`src/rtl/sha256_pkg.sv`:
```
// Shared types and constants for the sha256 message padder.
// Slot numbering follows block word order: slot 0 lands in block_o[511:480].
package sha256_pkg;

    typedef enum logic [1:0] {
        S_LOAD,
        S_PAD,
        S_EMIT
    } state_e;

    localparam logic [7:0]  PAD_BYTE        = 8'h80;
    localparam int          WORDS_PER_BLOCK = 16;
    localparam logic [3:0]  LAST_SLOT       = 4'(WORDS_PER_BLOCK - 1);
    localparam logic [3:0]  LEN_HI_SLOT     = 4'd14;
    localparam logic [3:0]  LEN_LO_SLOT     = 4'd15;
    localparam logic [31:0] PAD_WORD        = {PAD_BYTE, 24'h000000};

    // A last word can carry at most four bytes; larger counts mean a full word.
    function automatic logic [2:0] clamp_bytes(input logic [2:0] nbytes);
        return (nbytes > 3'd4) ? 3'd4 : nbytes;
    endfunction

endpackage

```
`src/rtl/sha256_pad_word.sv`:
```
// Merges the final message word with the 0x80 marker byte.
// Bytes below nbytes_i pass through, byte nbytes_i becomes 0x80, the rest are zero.
module sha256_pad_word
    import sha256_pkg::*;
(
    input  logic [31:0] data_i,
    input  logic [2:0]  nbytes_i,
    output logic [31:0] word_o
);

    for (genvar i = 0; i < 4; i++) begin : g_lane
        assign word_o[31-8*i -: 8] = (3'(i) < nbytes_i)  ? data_i[31-8*i -: 8] :
                                     (3'(i) == nbytes_i) ? PAD_BYTE :
                                                           8'h00;
    end

endmodule

```
`src/rtl/sha256_padder.sv`:
```
// FIPS 180-4 message padder: packs 32-bit words into 512-bit blocks, adds the
// 0x80 marker, zero fill and the 64-bit bit length, and flags the final block.
module sha256_padder
    import sha256_pkg::*;
#(
    parameter int LEN_W = 64
) (
    input  logic         clk,
    input  logic         rst,
    input  logic [31:0]  in_data,
    input  logic         in_valid,
    input  logic         in_last,
    input  logic [2:0]   in_bytes,
    output logic         in_ready,
    output logic [511:0] block_o,
    output logic         block_valid_o,
    input  logic         block_ready_i,
    output logic         block_last_o
);

    state_e             state_q, state_d;
    logic [3:0]         widx_q, widx_d;
    logic [LEN_W-1:0]   bitcnt_q, bitcnt_d;
    logic               final_q, final_d;
    logic               pend80_q, pend80_d;
    logic               pad_q, pad_d;
    logic               len_blk_q, len_blk_d;
    logic [31:0]        blk_q [WORDS_PER_BLOCK];
    logic [31:0]        blk_d [WORDS_PER_BLOCK];

    logic [2:0]         nbytes;
    logic [31:0]        data_word;
    logic [31:0]        fill_word;
    logic [63:0]        len64;
    logic [4:0]         mark_slot;
    logic               accept;

    assign nbytes = clamp_bytes(in_bytes);

    sha256_pad_word u_pad_word (
        .data_i   (in_data),
        .nbytes_i (nbytes),
        .word_o   (data_word)
    );

    assign in_ready      = rst && (state_q == S_LOAD);
    assign accept        = in_valid && in_ready;
    assign block_valid_o = (state_q == S_EMIT);
    assign block_last_o  = block_valid_o && final_q;

    always_comb begin
        block_o = '0;
        for (int i = 0; i < WORDS_PER_BLOCK; i++) begin
            block_o[511-32*i -: 32] = blk_q[i];
        end
    end

    // Word written into the current slot while padding.
    always_comb begin
        len64     = 64'(bitcnt_q);
        fill_word = '0;
        if (pend80_q) begin
            fill_word = PAD_WORD;
        end else if (len_blk_q && widx_q == LEN_HI_SLOT) begin
            fill_word = len64[63:32];
        end else if (len_blk_q && widx_q == LEN_LO_SLOT) begin
            fill_word = len64[31:0];
        end
    end

    // A full last word pushes the marker into the following slot; a slot index
    // of 16 means the marker spills into the next block.
    assign mark_slot = {1'b0, widx_q} + ((nbytes == 3'd4) ? 5'd1 : 5'd0);

    always_comb begin
        state_d   = state_q;
        widx_d    = widx_q;
        bitcnt_d  = bitcnt_q;
        final_d   = final_q;
        pend80_d  = pend80_q;
        pad_d     = pad_q;
        len_blk_d = len_blk_q;
        blk_d     = blk_q;

        unique case (state_q)
            S_LOAD: begin
                if (accept) begin
                    if (!in_last) begin
                        blk_d[widx_q] = in_data;
                        bitcnt_d      = bitcnt_q + LEN_W'(32);
                    end else begin
                        blk_d[widx_q] = data_word;
                        bitcnt_d      = bitcnt_q + LEN_W'({nbytes, 3'b000});
                        pend80_d      = (nbytes == 3'd4);
                        pad_d         = 1'b1;
                        len_blk_d     = (mark_slot < {1'b0, LEN_HI_SLOT});
                        state_d       = S_PAD;
                    end
                    if (widx_q == LAST_SLOT) begin
                        state_d = S_EMIT;
                        final_d = 1'b0;
                    end else begin
                        widx_d = widx_q + 4'd1;
                    end
                end
            end
            S_PAD: begin
                blk_d[widx_q] = fill_word;
                pend80_d      = 1'b0;
                if (widx_q == LAST_SLOT) begin
                    state_d = S_EMIT;
                    final_d = len_blk_q;
                end else begin
                    widx_d = widx_q + 4'd1;
                end
            end
            S_EMIT: begin
                if (block_ready_i) begin
                    widx_d = '0;
                    if (final_q) begin
                        state_d  = S_LOAD;
                        bitcnt_d = '0;
                        final_d  = 1'b0;
                        pad_d    = 1'b0;
                    end else if (pad_q) begin
                        // Overflow block: always carries the length.
                        state_d   = S_PAD;
                        len_blk_d = 1'b1;
                    end else begin
                        state_d = S_LOAD;
                    end
                end
            end
            default: state_d = S_LOAD;
        endcase
    end

    always_ff @(posedge clk) begin
        if (!rst) begin
            state_q   <= S_LOAD;
            widx_q    <= '0;
            bitcnt_q  <= '0;
            final_q   <= 1'b0;
            pend80_q  <= 1'b0;
            pad_q     <= 1'b0;
            len_blk_q <= 1'b0;
            for (int i = 0; i < WORDS_PER_BLOCK; i++) begin
                blk_q[i] <= '0;
            end
        end else begin
            state_q   <= state_d;
            widx_q    <= widx_d;
            bitcnt_q  <= bitcnt_d;
            final_q   <= final_d;
            pend80_q  <= pend80_d;
            pad_q     <= pad_d;
            len_blk_q <= len_blk_d;
            blk_q     <= blk_d;
        end
    end

endmodule

```
`config.mk`:
```
export PLATFORM = sky130hd
export DESIGN_NAME = sha256_padder
export DESIGN_NICKNAME = d
export VERILOG_FILES = /design/src/rtl/sha256_pkg.sv /design/src/rtl/sha256_pad_word.sv /design/src/rtl/sha256_padder.sv
export SDC_FILE = /design/constraint.sdc
export NUM_CORES = 1
export LEC_CHECK = 0
export BUFFER_PORTS_ARGS = -buffer_cell sky130_fd_sc_hd__buf_2
export CORE_AREA = 2 2 217 219
export CTS_CLUSTER_DIAMETER = 50
export CTS_CLUSTER_SIZE = 40
export DETAILED_ROUTE_END_ITERATION = 8
export DIE_AREA = 0 0 219 221
export HOLD_SLACK_MARGIN = 0.03
export PLACE_DENSITY = 0.74
export SETUP_SLACK_MARGIN = 0.05
export SYNTH_ARGS = -nofsm -noshare
export SYNTH_HDL_FRONTEND = slang
export SYNTH_SLANG_ARGS = --single-unit
```
`constraint.sdc`:
```
create_clock -name clk -period 3.2 [get_ports clk]
set_input_delay 0.32 -clock clk [delete_from_list [all_inputs] [get_ports clk]]
set_output_delay 0.32 -clock clk [all_outputs]
set_load 0.02 [all_outputs]
```
==> results of run 1 <==
==> power by group through the flow <==
| stage | Clock [mW] | Combinational (mW) | Sequential [mW] |
|---|---|---|---|
| 5_1_grt | 6.28 | 1.15 | 7.41 |
| 3_5_place_dp | 0 | 1.08 | 7.57 |
| 6_report | 5.95 | 1.11 | 7.40 |
| 4_1_cts | 6.02 | 1.08 | 7.40 |
| 2_1_floorplan | 0 | 0.456 | 7.68 |
| 3_3_place_gp | 0 | 1.06 | 7.56 |
==> tightest hold or removal path, stage by stage <==
cell and delay (ns):
sky130_fd_sc_hd__buf_2 0.10, sky130_fd_sc_hd__a22oi_2 0.07, sky130_fd_sc_hd__a21oi_1 0.13
==> registers in the layout (all words and copies together) (netlist names) <==
name and cells:
state_q 2, len_blk_q 1, widx_q 4, bitcnt_q 61
pad_q 1, pend80_q 1, block_o 512, final_q 1
==> final cells by class <==
cell class / count / area (um2)
clock inverters: 32 / 435
flip-flops and latches: 583 / 11700
multi-input cells: 1517 / 8670
well taps: 607 / 759
inverters: 17 / 65.1
fillers: 4019 / 19800
clock buffers: 47 / 1130
repair buffers: 624 / 3490
==> through the flow <==
| step | instance area, um2 | utilization | setup WS (ns) | power (mW) |
|---|---|---|---|---|
| global route | 26200 | 0.569 | 0.152 | 14.8 |
| finish | 26200 | 0.569 | 0.320 | 14.5 |
| global placement | 24600 | 0.535 | 0.253 | 8.63 |
| detailed placement | 24600 | 0.535 | 0.225 | 8.65 |
| CTS | 26200 | 0.569 | 0.396 | 14.5 |
| floorplan | 21100 | - | 0.726 | 8.13 |
==> path summary, 6_finish.rpt <==
check | from | endpoint | slack, ns
worst max-delay path | bitcnt_q[3]$_SDFFE_PN0P_ | bitcnt_q[55]$_SDFFE_PN0P_ | 0.32
worst min-delay path | in_data[26] | block_o[346]$_SDFFE_PN0P_ | 0.07
worst max register to register | bitcnt_q[3]$_SDFFE_PN0P_ | bitcnt_q[55]$_SDFFE_PN0P_ | 0.32
worst min register to register | block_o[480]$_SDFFE_PN0P_ | block_o[480]$_SDFFE_PN0P_ | 0.50
==> Yosys cell counts (17+ instances only) <==
| cell | number | area share |
|---|---|---|
| sky130_fd_sc_hd__nor2_1 | 117 | 0.021 |
| sky130_fd_sc_hd__a21oi_1 | 501 | 0.12 |
| sky130_fd_sc_hd__nand3_1 | 26 | 0.0062 |
| sky130_fd_sc_hd__or3_1 | 26 | 0.0077 |
| sky130_fd_sc_hd__nand2_1 | 49 | 0.0087 |
| sky130_fd_sc_hd__clkbuf_1 | 172 | 0.031 |
| sky130_fd_sc_hd__o21ai_0 | 481 | 0.11 |
| sky130_fd_sc_hd__dfxtp_1 | 583 | 0.55 |
| sky130_fd_sc_hd__nand4_1 | 35 | 0.010 |
| sky130_fd_sc_hd__buf_2 | 46 | 0.011 |
| sky130_fd_sc_hd__mux2i_1 | 23 | 0.011 |
| sky130_fd_sc_hd__a22o_1 | 24 | 0.010 |
| sky130_fd_sc_hd__a211oi_1 | 50 | 0.018 |
| sky130_fd_sc_hd__inv_1 | 17 | 0.0030 |
==> cells by family after synthesis <==
logic type | synth area share
DFF | 0.554
xor gates and xnor gates | 0.00748
and+or+nand+nor | 0.0884
AOI/OAI and AO/OA | 0.288
muxes | 0.0109
buffers and inverters | 0.0453
adders and majority gates | 0.00629
==> per-layer routing <==
metal	vias to the layer above	share of wire	GRT usage
met2	1164	0.45	0.477
met4	2	0.048	0.143
met1	9579	0.40	0.401
li1	9290	-	-
met3	194	0.10	0.0697
met5	-	0.00017	0
==> layout by cell type (no fill, tap or decap), types with 14 or more instances in the layout <==
cell type / instances
sky130_fd_sc_hd__dfxtp_1: 583
sky130_fd_sc_hd__buf_2: 553
sky130_fd_sc_hd__a21oi_1: 500
sky130_fd_sc_hd__o21ai_0: 481
sky130_fd_sc_hd__nor2_1: 107
sky130_fd_sc_hd__buf_4: 53
sky130_fd_sc_hd__a211oi_1: 50
sky130_fd_sc_hd__nand2_1: 49
sky130_fd_sc_hd__clkbuf_16: 45
sky130_fd_sc_hd__nand4_1: 35
sky130_fd_sc_hd__nand3_1: 26
sky130_fd_sc_hd__or3_1: 26
sky130_fd_sc_hd__a22o_1: 24
sky130_fd_sc_hd__mux2i_1: 23
sky130_fd_sc_hd__a22oi_2: 21
sky130_fd_sc_hd__inv_1: 16
sky130_fd_sc_hd__xor2_1: 14
sky130_fd_sc_hd__buf_12: 14
==> summary by stage, run 1 <==
Outcome
The flow ran to the end, and the final reports show no timing, DRC or antenna violations.

Critical path
The category of the worst setup path capture point is a flop. The cell family contributing the most delay on the critical path is simple AND/OR/NAND/NOR gates. STA puts the critical path data arrival time at 3.38 ns.

The critical path is of the flop to flop type. Together, buffers and inverters on the worst path number 2. STA puts the critical path data required time at 3.70 ns. The slowest stage of the critical path belongs to the cell sky130_fd_sc_hd__a21oi_2. STA classifies the critical path startpoint as a flop. The worst stage delay on the critical path is 0.53 ns. The worst register-to-register path has a depth of 9. The signal on the critical path passes through ha_1 > inv_1 > fa_1 > nand2b_1 > a21oi_2 > nand4_1 > buf_4 > or4_1 > a21oi_1.

The number of gates on the worst path with buffers counted is 9. Along the worst path, the maximum fanout reaches 11.

Clock tree
After clock tree synthesis, the clock-pin slew on the worst setup and hold paths is 0.08 ns. The number of setup buffers added after CTS is 0. No sink is reached through more buffers than the 3 on the longest clock path. The number of instances resized during post-cts repair is 0. The number of CTS-inserted buffers is 44. For this design, the CTS-stage hold fixing added 3 buffers. The clock tree from TritonCTS is yes. The later-pin clock latency in the skew report is 0.60 ns. CTS placed an instance of sky130_fd_sc_hd__clkbuf_16 at the clock tree root.

The TritonCTS sink count is 583. The H-tree was split into 2 levels.

Power
For this design the ratio of total power to cell area is 551 mW/mm2. Internal power comes to 10.5 mW. The net switching component of the power is 4.00 mW. The combinational group share of total power is 0.077. The leakage power total is 11.3 nW. The largest vdd supply drop is 0.460 mV. The share of total power dissipated in the clock network is 0.411.

Of the total power, the share spent switching nets is 0.277. The sequential cell fraction of total power is 0.512.

Routing
The first detailed-routing pass took 6 iterations. After detailed routing, the average wire length per cell comes to 22.7 um. The post-detailed-route DRC marker count is 0. The routed via count divided by cell count is 5.90. The number of nets still failing antenna checks after routing is 0. The final wirelength is 77800 um.

The count of vias placed by the detailed router is 20229. After the first detailed-routing iteration, the DRC count stood at 2196.

Die
The die is 221 um tall. Row generation in the floorplan step produced 79 rows. For this design the top-level I/O count stands at 555. The initial utilization of the core area, before any placement, comes to 0.458. The placeable core region is 0.0461 mm2.

The die covers 0.0484 mm2. The chip width is 219 um.

STA
The final critical-path required period is 2.88 ns. The final hold violation count is 0. Headroom to the max-slew limit came out at 0.205.

Hold timing on the final database bottoms out at a slack of 0.0666 ns. For the pin with the worst max-slew slack, the measured transition is 1.19 ns. The number of max-slew violations in the final report is 0. The final worst clock skew is 0.0324 ns. Setup repair after global routing left no endpoint under its margin. Summed over all failing endpoints, the final setup total negative slack is 0 ns. In the finished design, the share of the clock period the worst path needs comes to 0.900. The fmax is 347 MHz. The number of setup violations in the final report is 0.

Synth
The number of synthesized register bits is 583. The synthesized netlist net count is 2389. The share of the Yosys chip area taken by registers is 0.554. The most used flip-flop cell after synthesis is sky130_fd_sc_hd__dfxtp_1. The count of unique library cells instantiated by Yosys is 58. In this run the mean area of a mapped cell was 9.01 um2.

During synthesis, Yosys emitted a total of 0 warnings. Summing every instance area after synthesis gives 0.0211 mm2. The cell count after synthesis is 2339.

The number of enable-type register cells in the synthesized netlist is 0. The post-synthesis async set-or-reset flop share is 0.

Global routing
The global-route wire length before repair is 114000 um. The initial antenna violation count is 2. The aggregate global routing overflow is 0. The via count of the first global-routing pass is 18499. In the global route stage, overall resource usage came out at 0.306. Entering global routing, the biggest net connects 229 pins.

Placement
The placer's final routability congestion estimate is 1.03. The number of placed instances, taps included is 3345. During placement, the flow inserted port buffers numbering 554. The HPWL after detailed placement is 53500 um.

Layout
The number of antenna repair diodes is 0. The post-layout instance count excluding filler cells is 3427. The layout-stage area growth over the synthesis result is 24.4%. The fraction of final layout cells sized beyond drive strength 1 is 0.268.

The post-layout net count is 2837.

Flow run
The max-cap check violation count is 0.

Hold path
The path category of the worst min-delay check is input port to flop. The hold path depth is 3.
No activity file was read; power rests on OpenSTA's default activity.
==> run 2: changes to the inputs <==
ABC_AREA = 1   (was default)
CORE_AREA = default   (was 2 2 217 219)
CORE_MARGIN = 2   (was default)
CORE_UTILIZATION = 54   (was default)
DIE_AREA = default   (was 0 0 219 221)
HOLD_SLACK_MARGIN = default   (was 0.03)
PLACE_DENSITY = 0.83   (was 0.74)
==> summary by stage, run 2 <==
Outcome
The flow ran to the end, and the final reports show no timing, DRC or antenna violations.

Layout
From synthesis to final layout, the design area changed by 19.2%. The top cell types in the final layout, fill and taps aside, are 999 x sky130_fd_sc_hd__nor2_1, 583 x sky130_fd_sc_hd__dfxtp_1, 553 x sky130_fd_sc_hd__buf_2. The fraction of final layout cells sized beyond drive strength 1 is 0.201. The final standard cell area without fillers is 0.0295 mm2. The most common cell after layout, fill and taps aside is sky130_fd_sc_hd__nor2_1. The sequential cells in the finished layout cover a total of 0.0117 mm2. The fraction of the core area covered by cells at the end of the flow is 0.651. The final-layout fill cell count is 3995.

The post-layout net count is 4003. The multi-input combinational cells in the finished layout cover a total of 0.0102 mm2. The count of cells in the finished layout, fillers not included, comes to 4594. The flip-flop count of the largest register, all copies and words added is 512.

Synth
Synthesis produced 3503 cells. The number of enable-type register cells in the synthesized netlist is 0. The register area share after synthesis is 0.472. The xor/xnor share of the synthesized area is 0.000354. The synthesized netlist net count is 3553. By count the netlist is led by 999 x sky130_fd_sc_hd__nor2_1, 583 x sky130_fd_sc_hd__dfxtp_1, 459 x sky130_fd_sc_hd__o21ai_0.

Of the total synthesized cell area, the portion taken by full adders, half adders and majority gates is 0.00536. After synthesis, the netlist uses 47 different library cells. The combinational family with the most area after synthesis is simple AND/OR/NAND/NOR gates.

The most used standard cell by instance count after synthesis is sky130_fd_sc_hd__nor2_1. The number of synthesized register bits is 583. Ranked by total cell area, the synthesized netlist is headed by sky130_fd_sc_hd__dfxtp_1 47%, sky130_fd_sc_hd__nor2_1 15%, sky130_fd_sc_hd__o21ai_0 9.3%, sky130_fd_sc_hd__inv_1 6.5%, sky130_fd_sc_hd__nand2_1 4.2%. The mean area per synthesized cell is 7.06 um2. The combined area of all synthesized cells is 0.0247 mm2. The synthesized-area fraction occupied by ao, oa, aoi and oai cells is 0.168. The portion of synthesized area spent on multiplexers is 0. The cell type contributing the most total cell area after synthesis is sky130_fd_sc_hd__dfxtp_1. The Yosys step of the flow raised 0 warnings. The most used flip-flop cell after synthesis is sky130_fd_sc_hd__dfxtp_1. The post-synthesis share of cell area spent on and, or, nand and nor gates is 0.240. The post-synthesis async set-or-reset flop share is 0.

The portion of synthesized cell area occupied by the leading cell type is 0.472.

Critical path
The worst path arrival time is 3.51 ns. The worst setup path is launched from a flop. STA puts the critical path data required time at 3.76 ns. Along the worst path, the maximum fanout reaches 30. The type of the worst setup path is flop to flop. The reg-to-reg startpoint is widx_q[0]$_SDFFE_PN0P_.

The launch point of the worst path is widx_q[0]$_SDFFE_PN0P_. The worst setup path is captured at a flop.

Global routing
The global-route wire length before repair is 137000 um. The aggregate global routing overflow is 0. The initial antenna violation count is 0.

The maximum number of pins on one net before global-route repair is 195. The via count of the first global-routing pass is 23004. For this run, the total global-route usage over all layers was measured as 0.375.

STA
The worst-case hold slack is 0.102 ns. In this run the tightest slew margin relative to its limit is 0.106. The clock arrives with 0.0380 ns of skew. Setup repair after global routing left no endpoint under its margin. For the pin with the worst max-slew slack, the measured transition is 1.34 ns. The final critical-path required period is 2.96 ns. The number of max-slew violations in the final report is 0. Setup slack closes at 0.241 ns. The number of setup violations in the final report is 0. In the finished design, the share of the clock period the worst path needs comes to 0.925. The setup TNS after final layout is 0 ns. The fmax is 338 MHz. The final hold violation count came to 0.

Placement
The placer's final routability congestion estimate is 1.06. The cell area after placement is 0.0277 mm2. The number of port buffers is 554.

The half-perimeter wire length after placement is 64400 um. The worst setup slack before clock tree synthesis is 0.345 ns. In this run, placement finished with an instance count of 4503.

Clock tree
For the worst-skew pair, the clock arrives at the later sink with an insertion delay of 0.62 ns. In this run the number of H-tree levels came out at 2. The buffer depth of the longest clock path is 3. Clock-pin slew was measured on the worst setup and hold paths at 0.08 ns. The cell sitting at the root of the clock tree is a sky130_fd_sc_hd__clkbuf_16.

The clock net in this run drives a total of 583 sinks. The number of instances resized during post-cts repair is 0. The number of clock buffers added by TritonCTS is 48.

In this run, post-CTS hold repair placed 0 buffers. TritonCTS built the clock tree. After clock tree synthesis, the setup repair step added 0 buffers.

Routing
In this run the remaining antenna-violating nets after routing total 0. The count of vias placed by the detailed router is 25355. The number of optimization iterations in the first detailed-route pass is 7. The post-detailed-route DRC marker count is 0. After detailed routing, the average wire length per cell comes to 20.1 um. After detailed routing, the number of vias per cell comes to 5.52. The final wirelength is 92400 um. After the first detailed-routing iteration, the DRC count stood at 3439.

Flow run
The max-cap check violation count is 0.

Power
Of the total power, the share spent switching nets is 0.283. The leakage power total is 15.8 nW. The share of total power dissipated in the clock network is 0.423. The net switching component of the power is 4.37 mW. The sequential cell fraction of total power is 0.484. Dividing total power by cell area gives a power density of 524 mW/mm2. After layout, the design draws a total of 15.5 mW.

The combinational group share of total power is 0.093. The internal power of the cells totals 11.1 mW. IR analysis of the VDD net gives a maximum drop of 0.633 mV.

Die
Measured along the y axis, the die boundary spans 218 um. The area enclosed by the die boundary is 0.0475 mm2. The placeable core region is 0.0453 mm2.

Pin placement for this block handled 555 I/O pins. The die is 218 um wide. For this configuration, the core starts out at a cell density of 0.546. The number of rows in the core area is 78.

Hold path
The path category of the worst min-delay check is input port to flop. The startpoint of the lowest-slack hold path is rst.
-- run 2: cells by family (layout without fill, tap and decap cells) --
group	count (synthesis)	count (layout)
xor gates and xnor gates	1	1
adders and majority gates	10	10
AOI/OAI and AO/OA	768	768
DFF	583	583
and+or+nand+nor	1466	1466
other	0	1
buffers and inverters	675	1165
-- run 2: worst paths after layout --
kind | to | slack (ns) | cells after the start
worst max-delay path | block_o[25]$_SDFFE_PN0P_ | 0.24 | 10
worst min register to register | pad_q$_SDFFE_PN0P_ | 0.47 | 2
worst min-delay path | block_o[371]$_SDFFE_PN0P_ | 0.10 | 3
worst max register to register | block_o[25]$_SDFFE_PN0P_ | 0.24 | 10
-- run 2: layer usage --
metal / track usage / part of all wire / vias to the layer above
met3: 0.0907 / 0.11 / 335
met5: 0 / 0 / -
met2: 0.579 / 0.44 / 1587
met1: 0.479 / 0.38 / 11487
met4: 0.217 / 0.063 / 0
li1: - / - / 11946
-- run 2: worst max-delay path, cell delays in order, from the launching register on --
cell,delay (ns)
sky130_fd_sc_hd__dfxtp_1,0.45
sky130_fd_sc_hd__inv_1,0.10
sky130_fd_sc_hd__ha_1,0.20
sky130_fd_sc_hd__inv_1,0.17
sky130_fd_sc_hd__nor2_4,0.07
sky130_fd_sc_hd__nand2_2,0.19
sky130_fd_sc_hd__buf_4,0.35
sky130_fd_sc_hd__o21ai_1,0.14
sky130_fd_sc_hd__o21ai_2,0.93
sky130_fd_sc_hd__o21ai_0,0.20
sky130_fd_sc_hd__inv_1,0.09
-- run 2: power by group through the flow --
| stage | combinational (mW) | sequential, mW | clock, mW |
|---|---|---|---|
| after floorplan | 0.727 | 7.77 | 0 |
| after global placement | 1.38 | 7.63 | 0 |
| after detailed placement | 1.40 | 7.64 | 0 |
| after CTS | 1.40 | 7.47 | 6.55 |
| after global routing | 1.53 | 7.49 | 6.85 |
| final | 1.44 | 7.47 | 6.53 |
-- run 2: area by class of cell --
cell class                 count  share of cell area
tap                          600              0.0255
sequential                   583               0.396
inverter                     451              0.0580
clock inverter                37              0.0160
multi-input combinational   2245               0.347
clock buffer                  53              0.0439
antenna                        1           0.0000849
timing repair buffer         624               0.113
